`config.mk`:
```
export PLATFORM = sky130hd
export DESIGN_NAME = load_align_merge_flat
export DESIGN_NICKNAME = d
export VERILOG_FILES = /design/src/rtl/load_align_merge_pkg.sv /design/src/rtl/load_align_merge_if.sv /design/src/rtl/load_align_merge_subword_extend.sv /design/src/rtl/load_align_merge.sv /design/src/flat_wrapper.sv
export SDC_FILE = /design/constraint.sdc
export NUM_CORES = 1
export LEC_CHECK = 0
export CORE_MARGIN = 2
export CORE_UTILIZATION = 30
export CTS_CLUSTER_DIAMETER = 80
export DETAILED_ROUTE_END_ITERATION = 16
export GPL_ROUTABILITY_DRIVEN = 0
export GPL_TIMING_DRIVEN = 0
export HOLD_SLACK_MARGIN = 0.03
export MAX_ROUTING_LAYER = met4
export PLACE_DENSITY_LB_ADDON = 0.15
export SLEW_MARGIN = 40
export SYNTH_ARGS = -nofsm -noshare
export SYNTH_HDL_FRONTEND = slang
export SYNTH_SLANG_ARGS = --single-unit
```
`constraint.sdc`:
```
create_clock -name clk -period 7.8 [get_ports clk]
set_input_delay 1.17 -clock clk [delete_from_list [all_inputs] [get_ports clk]]
set_output_delay 1.17 -clock clk [all_outputs]
set_load 0.05 [all_outputs]
```
`src/rtl/load_align_merge_pkg.sv`:
```
// Shared LSU load-path definitions: funct3 encodings, load FSM states, access-size decode.
package load_align_merge_pkg;

    typedef enum logic [2:0] {
        F3_LB  = 3'b000,
        F3_LH  = 3'b001,
        F3_LW  = 3'b010,
        F3_LD  = 3'b011,
        F3_LBU = 3'b100,
        F3_LHU = 3'b101,
        F3_LWU = 3'b110
    } funct3_e;

    typedef enum logic [1:0] {
        IDLE,
        BEAT0,
        BEAT1,
        RESP
    } state_e;

    localparam logic [3:0] SIZE_BYTES [4] = '{4'd1, 4'd2, 4'd4, 4'd8};

    // A doubleword on a 32-bit datapath collapses to a word.
    function automatic logic [3:0] load_size(input logic [1:0] sz, input int llen);
        load_size = (llen == 32 && sz == 2'b11) ? 4'd4 : SIZE_BYTES[sz];
    endfunction

endpackage

```
`src/rtl/load_align_merge_if.sv`:
```
// Pipeline/D$ facing signals of the load align/merge block.
interface load_align_merge_if #(parameter int LLEN = 64);
    localparam int OFFW = $clog2(LLEN/8);

    logic            ReqValid;
    logic            ReqReady;
    logic [2:0]      Funct3;
    logic [OFFW-1:0] Offset;
    logic            BeatValid;
    logic [LLEN-1:0] BeatData;
    logic            BeatReq;
    logic            Flush;
    logic            RespValid;
    logic            RespReady;
    logic [LLEN-1:0] RespData;
    logic            Misaligned;

    modport master (
        output ReqValid, Funct3, Offset, BeatValid, BeatData, Flush, RespReady,
        input  ReqReady, BeatReq, RespValid, RespData, Misaligned
    );

    modport slave (
        input  ReqValid, Funct3, Offset, BeatValid, BeatData, Flush, RespReady,
        output ReqReady, BeatReq, RespValid, RespData, Misaligned
    );
endinterface

```
`src/rtl/load_align_merge_subword_extend.sv`:
```
// subword_extend: keeps the low 1/2/4/8 bytes of aligned load data and sign/zero-extends.
module subword_extend
    import load_align_merge_pkg::*;
#(
    parameter int LLEN = 64
) (
    input  logic [LLEN-1:0] data_i,
    input  logic [2:0]      funct3_i,
    output logic [LLEN-1:0] ext_o
);
    logic [LLEN-1:0] mask;
    logic            sign;

    // A full-width access gets an all-ones mask, so the extension kind drops out.
    always_comb begin
        mask = '1;
        sign = 1'b0;
        unique case (funct3_i[1:0])
            2'b00: begin mask = LLEN'(64'hFF);        sign = data_i[7];  end
            2'b01: begin mask = LLEN'(64'hFFFF);      sign = data_i[15]; end
            2'b10: begin mask = LLEN'(64'hFFFF_FFFF); sign = data_i[31]; end
            default: begin mask = '1;                 sign = 1'b0;       end
        endcase
        ext_o = (sign && !funct3_i[2]) ? (data_i | ~mask) : (data_i & mask);
    end
endmodule

```
`src/rtl/load_align_merge.sv`:
```
// Load align/merge: merges one or two D$ beats, aligns to bit 0 and extends per funct3.
// WALLY_MISALIGNED_LOAD_EN enables two-beat servicing of LLEN-boundary-crossing loads.
module load_align_merge
    import load_align_merge_pkg::*;
#(
    parameter int LLEN = 64
) (
    input  logic                clk,
    input  logic                reset,
    load_align_merge_if.slave   bus
);
    localparam int OFFW = $clog2(LLEN/8);

    state_e          state_q, state_d;
    logic [2:0]      funct3_q, funct3_d;
    logic [OFFW-1:0] offset_q, offset_d;
    logic [LLEN-1:0] hold0_q, hold0_d;
    logic [LLEN-1:0] resp_data_q, resp_data_d;
    logic            mis_q, mis_d;

    logic [3:0]        size;
    logic [4:0]        span_sum;
    logic              spans;
    logic [LLEN-1:0]   beat_lo, beat_hi, shifted, extended;
    logic [2*LLEN-1:0] merged;

    assign size     = load_size(funct3_q[1:0], LLEN);
    assign span_sum = 5'(offset_q) + 5'(size);
    assign spans    = span_sum > 5'(LLEN/8);

    // Beat 0 is taken straight off the bus in BEAT0 and from Hold0 in BEAT1.
    assign beat_lo = (state_q == BEAT1) ? hold0_q : bus.BeatData;
    assign beat_hi = (state_q == BEAT1) ? bus.BeatData : '0;
    assign merged  = {beat_hi, beat_lo} >> {offset_q, 3'b000};
    assign shifted = merged[LLEN-1:0];

    subword_extend #(.LLEN(LLEN)) u_ext (
        .data_i   (shifted),
        .funct3_i (funct3_q),
        .ext_o    (extended)
    );

    always_comb begin
        state_d     = state_q;
        funct3_d    = funct3_q;
        offset_d    = offset_q;
        hold0_d     = hold0_q;
        resp_data_d = resp_data_q;
        mis_d       = mis_q;
        if (state_q != IDLE && bus.Flush) begin
            state_d = IDLE;
        end else begin
            unique case (state_q)
                IDLE: if (bus.ReqValid) begin
                    funct3_d = bus.Funct3;
                    offset_d = bus.Offset;
                    state_d  = BEAT0;
                end
                BEAT0: if (bus.BeatValid) begin
                    hold0_d = bus.BeatData;
                    if (spans) begin
`ifdef WALLY_MISALIGNED_LOAD_EN
                        state_d = BEAT1;
`else
                        state_d     = RESP;
                        resp_data_d = '0;
                        mis_d       = 1'b1;
`endif
                    end else begin
                        state_d     = RESP;
                        resp_data_d = extended;
                        mis_d       = 1'b0;
                    end
                end
                BEAT1: if (bus.BeatValid) begin
                    state_d     = RESP;
                    resp_data_d = extended;
                    mis_d       = 1'b0;
                end
                RESP: if (bus.RespReady) state_d = IDLE;
                default: state_d = IDLE;
            endcase
        end
    end

    always_ff @(posedge clk or posedge reset) begin
        if (reset) begin
            state_q     <= IDLE;
            funct3_q    <= '0;
            offset_q    <= '0;
            hold0_q     <= '0;
            resp_data_q <= '0;
            mis_q       <= 1'b0;
        end else begin
            state_q     <= state_d;
            funct3_q    <= funct3_d;
            offset_q    <= offset_d;
            hold0_q     <= hold0_d;
            resp_data_q <= resp_data_d;
            mis_q       <= mis_d;
        end
    end

    assign bus.ReqReady   = (state_q == IDLE);
    assign bus.RespValid  = (state_q == RESP);
    assign bus.RespData   = resp_data_q;
    assign bus.Misaligned = mis_q;
`ifdef WALLY_MISALIGNED_LOAD_EN
    assign bus.BeatReq    = (state_q == BEAT1);
`else
    assign bus.BeatReq    = 1'b0;
`endif

endmodule

```
`src/flat_wrapper.sv`:
```
// flat-port wrapper written by rule: the top's interface ports become plain ports
module load_align_merge_flat import load_align_merge_pkg::*;
#(
    parameter int LLEN = 64
)
  (clk, reset, bus_ReqValid, bus_Funct3, bus_Offset, bus_BeatValid, bus_BeatData, bus_Flush, bus_RespReady, bus_ReqReady, bus_BeatReq, bus_RespValid, bus_RespData, bus_Misaligned);
  load_align_merge_if #(.LLEN(LLEN)) bus_i ();
  input  logic clk;
  input  logic reset;
  input wire logic [$bits(bus_i.ReqValid)-1:0] bus_ReqValid;
  input wire logic [$bits(bus_i.Funct3)-1:0] bus_Funct3;
  input wire logic [$bits(bus_i.Offset)-1:0] bus_Offset;
  input wire logic [$bits(bus_i.BeatValid)-1:0] bus_BeatValid;
  input wire logic [$bits(bus_i.BeatData)-1:0] bus_BeatData;
  input wire logic [$bits(bus_i.Flush)-1:0] bus_Flush;
  input wire logic [$bits(bus_i.RespReady)-1:0] bus_RespReady;
  output wire logic [$bits(bus_i.ReqReady)-1:0] bus_ReqReady;
  output wire logic [$bits(bus_i.BeatReq)-1:0] bus_BeatReq;
  output wire logic [$bits(bus_i.RespValid)-1:0] bus_RespValid;
  output wire logic [$bits(bus_i.RespData)-1:0] bus_RespData;
  output wire logic [$bits(bus_i.Misaligned)-1:0] bus_Misaligned;
  assign bus_i.ReqValid = bus_ReqValid;
  assign bus_i.Funct3 = bus_Funct3;
  assign bus_i.Offset = bus_Offset;
  assign bus_i.BeatValid = bus_BeatValid;
  assign bus_i.BeatData = bus_BeatData;
  assign bus_i.Flush = bus_Flush;
  assign bus_i.RespReady = bus_RespReady;
  assign bus_ReqReady = bus_i.ReqReady;
  assign bus_BeatReq = bus_i.BeatReq;
  assign bus_RespValid = bus_i.RespValid;
  assign bus_RespData = bus_i.RespData;
  assign bus_Misaligned = bus_i.Misaligned;
  load_align_merge #(.LLEN(LLEN)) u_core (.clk(clk), .reset(reset), .bus(bus_i));
endmodule
```
==> results of run 1 <==
## Yosys cell counts, drive strengths merged, types with 3 or more instances
cell / n
o211ai: 9
buf: 28
and3: 7
ha: 9
o21ai: 68
a31oi: 11
a221o: 43
a211oi: 32
a21oi: 19
mux2: 113
nor2: 48
a311o: 5
nor4: 8
o21a: 13
mux2i: 89
dfrtp: 137
nand2: 60
nor2b: 10
a211o: 7
a22o: 3
inv: 13
mux4: 17
o22ai: 10
a22oi: 7
and2: 18
nand3: 27
nand2b: 6
o22a: 14
clkbuf: 60
## registers in the layout (all words and copies together) (netlist names)
name	flops
u_core.state_q	2
u_core.bus.Misaligned	1
u_core.offset_q	3
u_core.funct3_q	3
u_core.hold0_q	64
u_core.bus.RespData	64
## through the flow
stage                     hold slack (ps)  utilization (%)  setup WS [ps]
final                                 503             38.7           3410
after global routing                  515             38.7           3230
after CTS                             505             38.7           3420
after detailed placement              490             36.7           3440
after global placement                486             36.6            674
after floorplan                       475                -           2960
## kinds of logic (layout without fill, tap and decap cells)
| family | after synthesis | count (layout) |
|---|---|---|
| compound gates | 251 | 251 |
| mux | 219 | 219 |
| simple gates | 188 | 188 |
| flops | 137 | 137 |
| buf+inv | 101 | 276 |
| fa+ha+maj | 10 | 10 |
| other cells | 1 | 1 |
## worst min-delay path by stage
stage / start / endpoint / cells after the start
floorplan: u_core.hold0_q[31] / u_core.hold0_q[31] / 1
CTS: u_core.hold0_q[54] / u_core.hold0_q[54] / 1
global placement: u_core.hold0_q[53] / u_core.hold0_q[53] / 1
finish: u_core.hold0_q[5] / u_core.hold0_q[5] / 1
global route: u_core.hold0_q[34] / u_core.hold0_q[34] / 1
detailed placement: u_core.hold0_q[54] / u_core.hold0_q[54] / 1
## power groups by stage
stage / registers, µW / clock network (µW) / logic [µW]
6_report: 1230 / 829 / 3720
5_1_grt: 1270 / 873 / 3930
2_1_floorplan: 1600 / 0 / 2070
3_5_place_dp: 1240 / 0 / 3650
3_3_place_gp: 1240 / 0 / 3620
4_1_cts: 1230 / 845 / 3660
## per-layer routing
| metal | vias up | GRT usage [%] | part of all wire (%) |
|---|---|---|---|
| met5 | - | - | 0 |
| li1 | 3770 | - | - |
| met4 | 0 | 5.21 | 1.0 |
| met1 | 4048 | 33.6 | 47 |
| met2 | 399 | 35.4 | 45 |
| met3 | 28 | 3.73 | 7.1 |
## area by class of cell
cell class                 count  share of cell area [%]
multi-input combinational    669                    45.8
sequential                   137                    29.1
timing repair buffer         143                    12.3
tap                          396                    4.21
clock buffer                  19                    3.76
buffer                        88                    3.06
clock inverter                13                    1.22
inverter                      13                   0.478
==> results by group, run 1 <==
Outcome
  – Outcome: complete, no violations

Route
  – Total wire length: ~37 mm
  – Final ANT Viol Nets: 0
  – Total number of vias: between 8k and 9k
  – DRT iter0 DRCs: approximately 940
  – DR WL/cell: 24.8 µm
  – Residual DRC: 0
  – DR pass1 iterations: 7
  – Vias per Instance: between 5 and 6

Yosys
  – Compound-gate portion of the synthesized area: 19.8%
  – Synth Area in Adders: between 1 and 1.5%
  – Warnings from Yosys: 0
  – Synth cell types: between 50 and 60
  – Gate count of the mapped netlist: slightly above 900
  – Ys flop type: dfrtp_1
  – Mapped Area: 9220 µm²
  – Main combinational cell family by area after synthesis: multiplexers
  – Synth Area in XOR/XNOR: 0%
  – Post-synth EDFFs: 0
  – Synth Net Count: just under 1k
  – Seq/Total Area, Yosys: between 30 and 40%
  – Area share of the largest cell type after synthesis: approximately 37%
  – Area contributors post-synth: dfrtp_1 (37%), mux2_2 (14%), mux2i_1 (9.7%), a221o_1 (4.7%), mux4_2 (4.2%)
  – Synth Area per Inst: about 10 µm²
  – Synth area leader: dfrtp_1
  – Multiplexer share of the synthesized area: between 20% and 30%
  – Post-synthesis register bit count: approximately 140
  – Post-synth ARST share: 100%
  – Post-Synth Simple-Gate Area: under 10%

Finish
  – Fin nets: about 1.2k
  – Filler Cells Inserted: about 3k
  – Non-Filler Instances: 1478
  – Most common cell after layout, fill and taps aside: clkdlybuf4s50_1
  – FF/Latch Area: ~3400 µm²
  – Layout cells sized above 1: around 17%
  – Most frequent cells in the layout: clkdlybuf4s50_1 (142), dfrtp_1 (137), mux2_2 (112), mux2i_1 (89), o21ai_0 (68)
  – N_diodes: 0
  – Multi-input gate area: 5390 µm²
  – Area growth syn-to-layout: 27.6%
  – Final instance area: ~12000 µm²

Timing
  – Worst Tran Pin Value: a little under 900 ps
  – Fin Clk Skew: about 8.5 ps
  – Slew margin rel.: 41.3%
  – Final period util: between 50% and 60%
  – Final hold violation count: 0
  – RSZ-0062 raised after global routing: false
  – Max Fclk: around 0.23 GHz
  – Setup TNS: 0 ps
  – Shortest period the worst path allows: approximately 4400 ps
  – Slew Limit Fails: 0
  – Final setup violation count: 0

Clocking
  – Cts hold-fix bufs: 0
  – Clk pin slew, worst setup/hold paths: about 60 ps
  – Clock root buffer: clkbuf_16
  – H-tree depth: 4
  – Clk buf depth: 2
  – Post-CTS setup buffers: 0
  – Clock sinks: roughly 140
  – CTS tree: done
  – Num CTS Buffers: 17
  – Clock Latency Late Sink: between 400 and 500 ps
  – Post-CTS sizing: 0

Global routing
  – GRT Util Overall: a little under a quarter
  – Global route overflow: 0
  – Number of global-route vias before repair: approximately 8.1k
  – Pin count of the biggest net entering global routing: 74
  – Global-route wire length before repair: ~54 mm
  – Initial antenna violation count: 0

Critical path
  – CP cell instances: inv_1, clkbuf_1, clkbuf_1, fa_1, nand2b_1, o32ai_1, a22o_1, o31ai_1, clkbuf_1, clkbuf_1, a211oi_1, a221o_1
  – Crit Path Category: reg -> reg
  – Cell mode on critical path: clkbuf_1
  – Levels on crit path: 12
  – Worst EP arrival: about 4700 ps
  – Critical path's largest stage delay: about 570 ps
  – Slowest-stage cell, CP: clkbuf_1
  – Worst r2r src: u_core.offset_q[1]
  – Worst setup startpoint: u_core.offset_q[1]
  – Startpoint types: flip-flop
  – Reg-to-reg slack, setup: about 3400 ps
  – Crit. End Element: flip-flop
  – CP Max Fanout: 10
  – Worst Path Required: just over 8000 ps
  – R2R Path End: u_core.bus.RespData[16]
  – Worst R2R Path Depth: 12
  – CP delay by family, top: buffers and inverters
  – WP buf/inv: 5
  – Crit path to: u_core.bus.RespData[16]

Pwr
  – Sequential Power Share: around a fifth
  – Combinational cell fraction of total power: between 60% and 70%
  – VDD IR-drop max: about 0.18 mV
  – Leak: roughly 0.0047 µW
  – Internal power: around 2900 µW
  – Clock power share: 14.3%
  – Sw Share: around half
  – Total power: between 5000 and 6000 µW
  – PwrDens: roughly 500 nW/µm²
  – Sw Pwr: approximately 2900 µW

Floorplan
  – Cell row count: 64
  – Die ar.: 32200 µm²
  – Initial Util: 30.3%
  – Die width: 179 µm
  – # IOs: approximately 140
  – Die span in y: 179 µm
  – Core footprint: just over 30000 µm²

Run
  – Max-Cap Viols: 0

Placed design
  – Detail Placement HPWL: slightly below 30 mm
  – Buffers on Ports: between 100 and 150
  – Dpl cell area: 11200 µm²
  – Dpl cells: about 1.4k

Min path
  – Min-delay worst type: reg -> reg
Power figures use the tool's default switching activity.
==> inputs of run 2 (changes only) <==
==> constraint.sdc (replaced) <==
create_clock -name clk -period 4 [get_ports clk]
set_input_delay 0.6 -clock clk [delete_from_list [all_inputs] [get_ports clk]]
set_output_delay 0.6 -clock clk [all_outputs]
set_load 0.05 [all_outputs]
==> run 2 against run 1 <==
Hold slack worse by 7.6 ps; combinational power up 96%; die area unchanged; routed wire length down 0.34%; largest cell class unchanged; first-iteration DRC count down 8.9%; final cell count up 0.34%.
==> results by group, run 2 (synthesis results as in run 1) <==
Outcome
  – Outcome: complete, no violations

Route
  – DRT iter0 DRCs: about 860
  – Total number of vias: around 8.4k
  – DR WL met3: between 2 and 3 mm
  – Final ANT Viol Nets: 0
  – Residual DRC: 0
  – Uppermost layer routed: met4
  – Vias per Instance: 5.69
  – DR pass1 iterations: 6
  – Total wire length: approximately 37 mm
  – DR WL/cell: roughly 25 µm
  – Met1 WL: 17.2 mm
  – Met2 WL post-DR: between 15 and 20 mm

Timing
  – Slew Limit Fails: 0
  – Final hold violation count: 0
  – Shortest period the worst path allows: about 3800 ps
  – Max Fclk: 0.263 GHz
  – Worst Tran Pin Value: 863 ps
  – Worst hold slack: 495 ps
  – RSZ-0062 raised after global routing: true
  – Fin Clk Skew: 10.4 ps
  – Final setup violation count: 0
  – Slew margin rel.: around 42%
  – Final period util: a little over nine tenths

Placed design
  – Dpl cell area: about 11000 µm²
  – Buffers on Ports: approximately 140
  – Dpl cells: ~1.5k
  – Detail Placement HPWL: between 20 and 30 mm

Critical path
  – Worst Path Required: between 4000 and 5000 ps
  – CP Max Fanout: 10
  – Crit. End Element: flip-flop
  – Crit Path Category: reg -> reg
  – Startpoint types: flip-flop
  – Worst EP arrival: roughly 4200 ps

Clocking
  – Num CTS Buffers: 17
  – Clk buf depth: 2
  – H-tree depth: 4
  – Clock root buffer: clkbuf_16
  – Clock sinks: between 100 and 150
  – Clock Latency Late Sink: around 440 ps
  – Clk pin slew, worst setup/hold paths: approximately 70 ps
  – CTS tree: done

Floorplan
  – Cell row count: 64
  – Die ar.: around 32000 µm²
  – Initial Util: a little under a third
  – Die width: between 150 and 200 µm
  – Die span in y: ~180 µm
  – # IOs: about 140
  – Core footprint: 30400 µm²

Finish
  – Final instance area: roughly 12000 µm²
  – Fin nets: 1160
  – Area growth syn-to-layout: 28.6%
  – N_diodes: 0
  – Most frequent cells in the layout: clkdlybuf4s50_1 (142), dfrtp_1 (137), mux2_2 (112), mux2i_1 (89), o21ai_0 (68)
  – Non-Filler Instances: 1483
  – Layout cells sized above 1: a little under a fifth
  – Most common cell after layout, fill and taps aside: clkdlybuf4s50_1

Global routing
  – Pin count of the biggest net entering global routing: 25
  – GRT Util Overall: a little under a quarter
  – Global route overflow: 0
  – Initial antenna violation count: 0
  – Global-route wire length before repair: 53.9 mm
  – Number of global-route vias before repair: 8112

Pwr
  – Leak: 0.00475 µW
  – VDD IR-drop max: ~0.34 mV
  – PwrDens: between 900 and 1000 nW/µm²

Run
  – Max-Cap Viols: 0

Min path
  – Min-delay worst type: in -> async
==> run 2: cell types whose count changed in the layout (fill, tap and decap cells not counted), moves of 2 or more <==
cell       previous run  this run
clkbuf_1             60        53
bufinv_16             2         0
clkbuf_2              1         6
buf_12                0         4
inv_6                 3         7
clkinv_2              2         0
nor4_1                8         6
nor4_2                0         2
==> run 2: routing by layer <==
layer	track usage (%)	up-vias
met3	4.37	43
met4	6.89	0
met1	33.6	4213
met5	-	-
li1	-	3775
met2	34.0	407
==> run 2: critical path, stage by stage (launching register included) <==
cell and delay (ps):
dfrtp_1 440, nor2_1 170, clkbuf_2 290, ha_1 220
inv_1 60, fa_1 520, nand2b_1 80, or3b_1 360
a21oi_1 290, o31ai_1 140, clkbuf_2 240, clkbuf_1 310
nor4_1 480, a211o_1 150
==> run 2: worst paths after layout <==
kind	start	end	slack [ps]	depth (start not counted)
max	u_core.funct3_q[0]	u_core.bus.RespData[13]	200	13
min	reset	u_core.funct3_q[2]	500	2
max reg2reg	u_core.funct3_q[0]	u_core.bus.RespData[13]	200	13
min reg2reg	u_core.hold0_q[1]	u_core.hold0_q[1]	500	1
max in group asynchronous	reset	u_core.hold0_q[41]	2670	5
min in group clk	u_core.hold0_q[1]	u_core.hold0_q[1]	500	1
==> run 2: layout make-up <==
class                   instances  area (µm²)
fillers                      3050       18600
multi-input cells             669        5400
flip-flops and latches        137        3430
repair buffers                149        1560
well taps                     396         495
clock buffers                  17         425
plain buffers                  87         363
clock inverters                15         133
inverters                      13        52.6
==> run 2: power breakdown <==
part / switching, µW / internal (µW)
Clock: 722 / 817
Combinational: 4580 / 2710
Sequential: 373 / 2030
==> run 2: metrics by stage <==
stage               setup slack, ps  utilization, %  power [µW]  setup TNS, ps
floorplan                       691               -        7150              0
detailed placement             -298            37.1        9530          -5340
finish                          195            39.0       11200              0
global route                  -52.6            39.0       11800           -227
global placement               -252            36.6        9480          -3760
CTS                             113            38.9       11100              0
==> run 2: what timing repair did <==
| action | in CTS | in global routing |
|---|---|---|
| hold buffers | 0 | 0 |
| cloned | 0 | 0 |
| setup buffers | 0 | 0 |
| resized for setup | 2 | 10 |
| endpoints found under the hold margin | 0 | 0 |
| endpoints found under the setup margin | 54 | 24 |
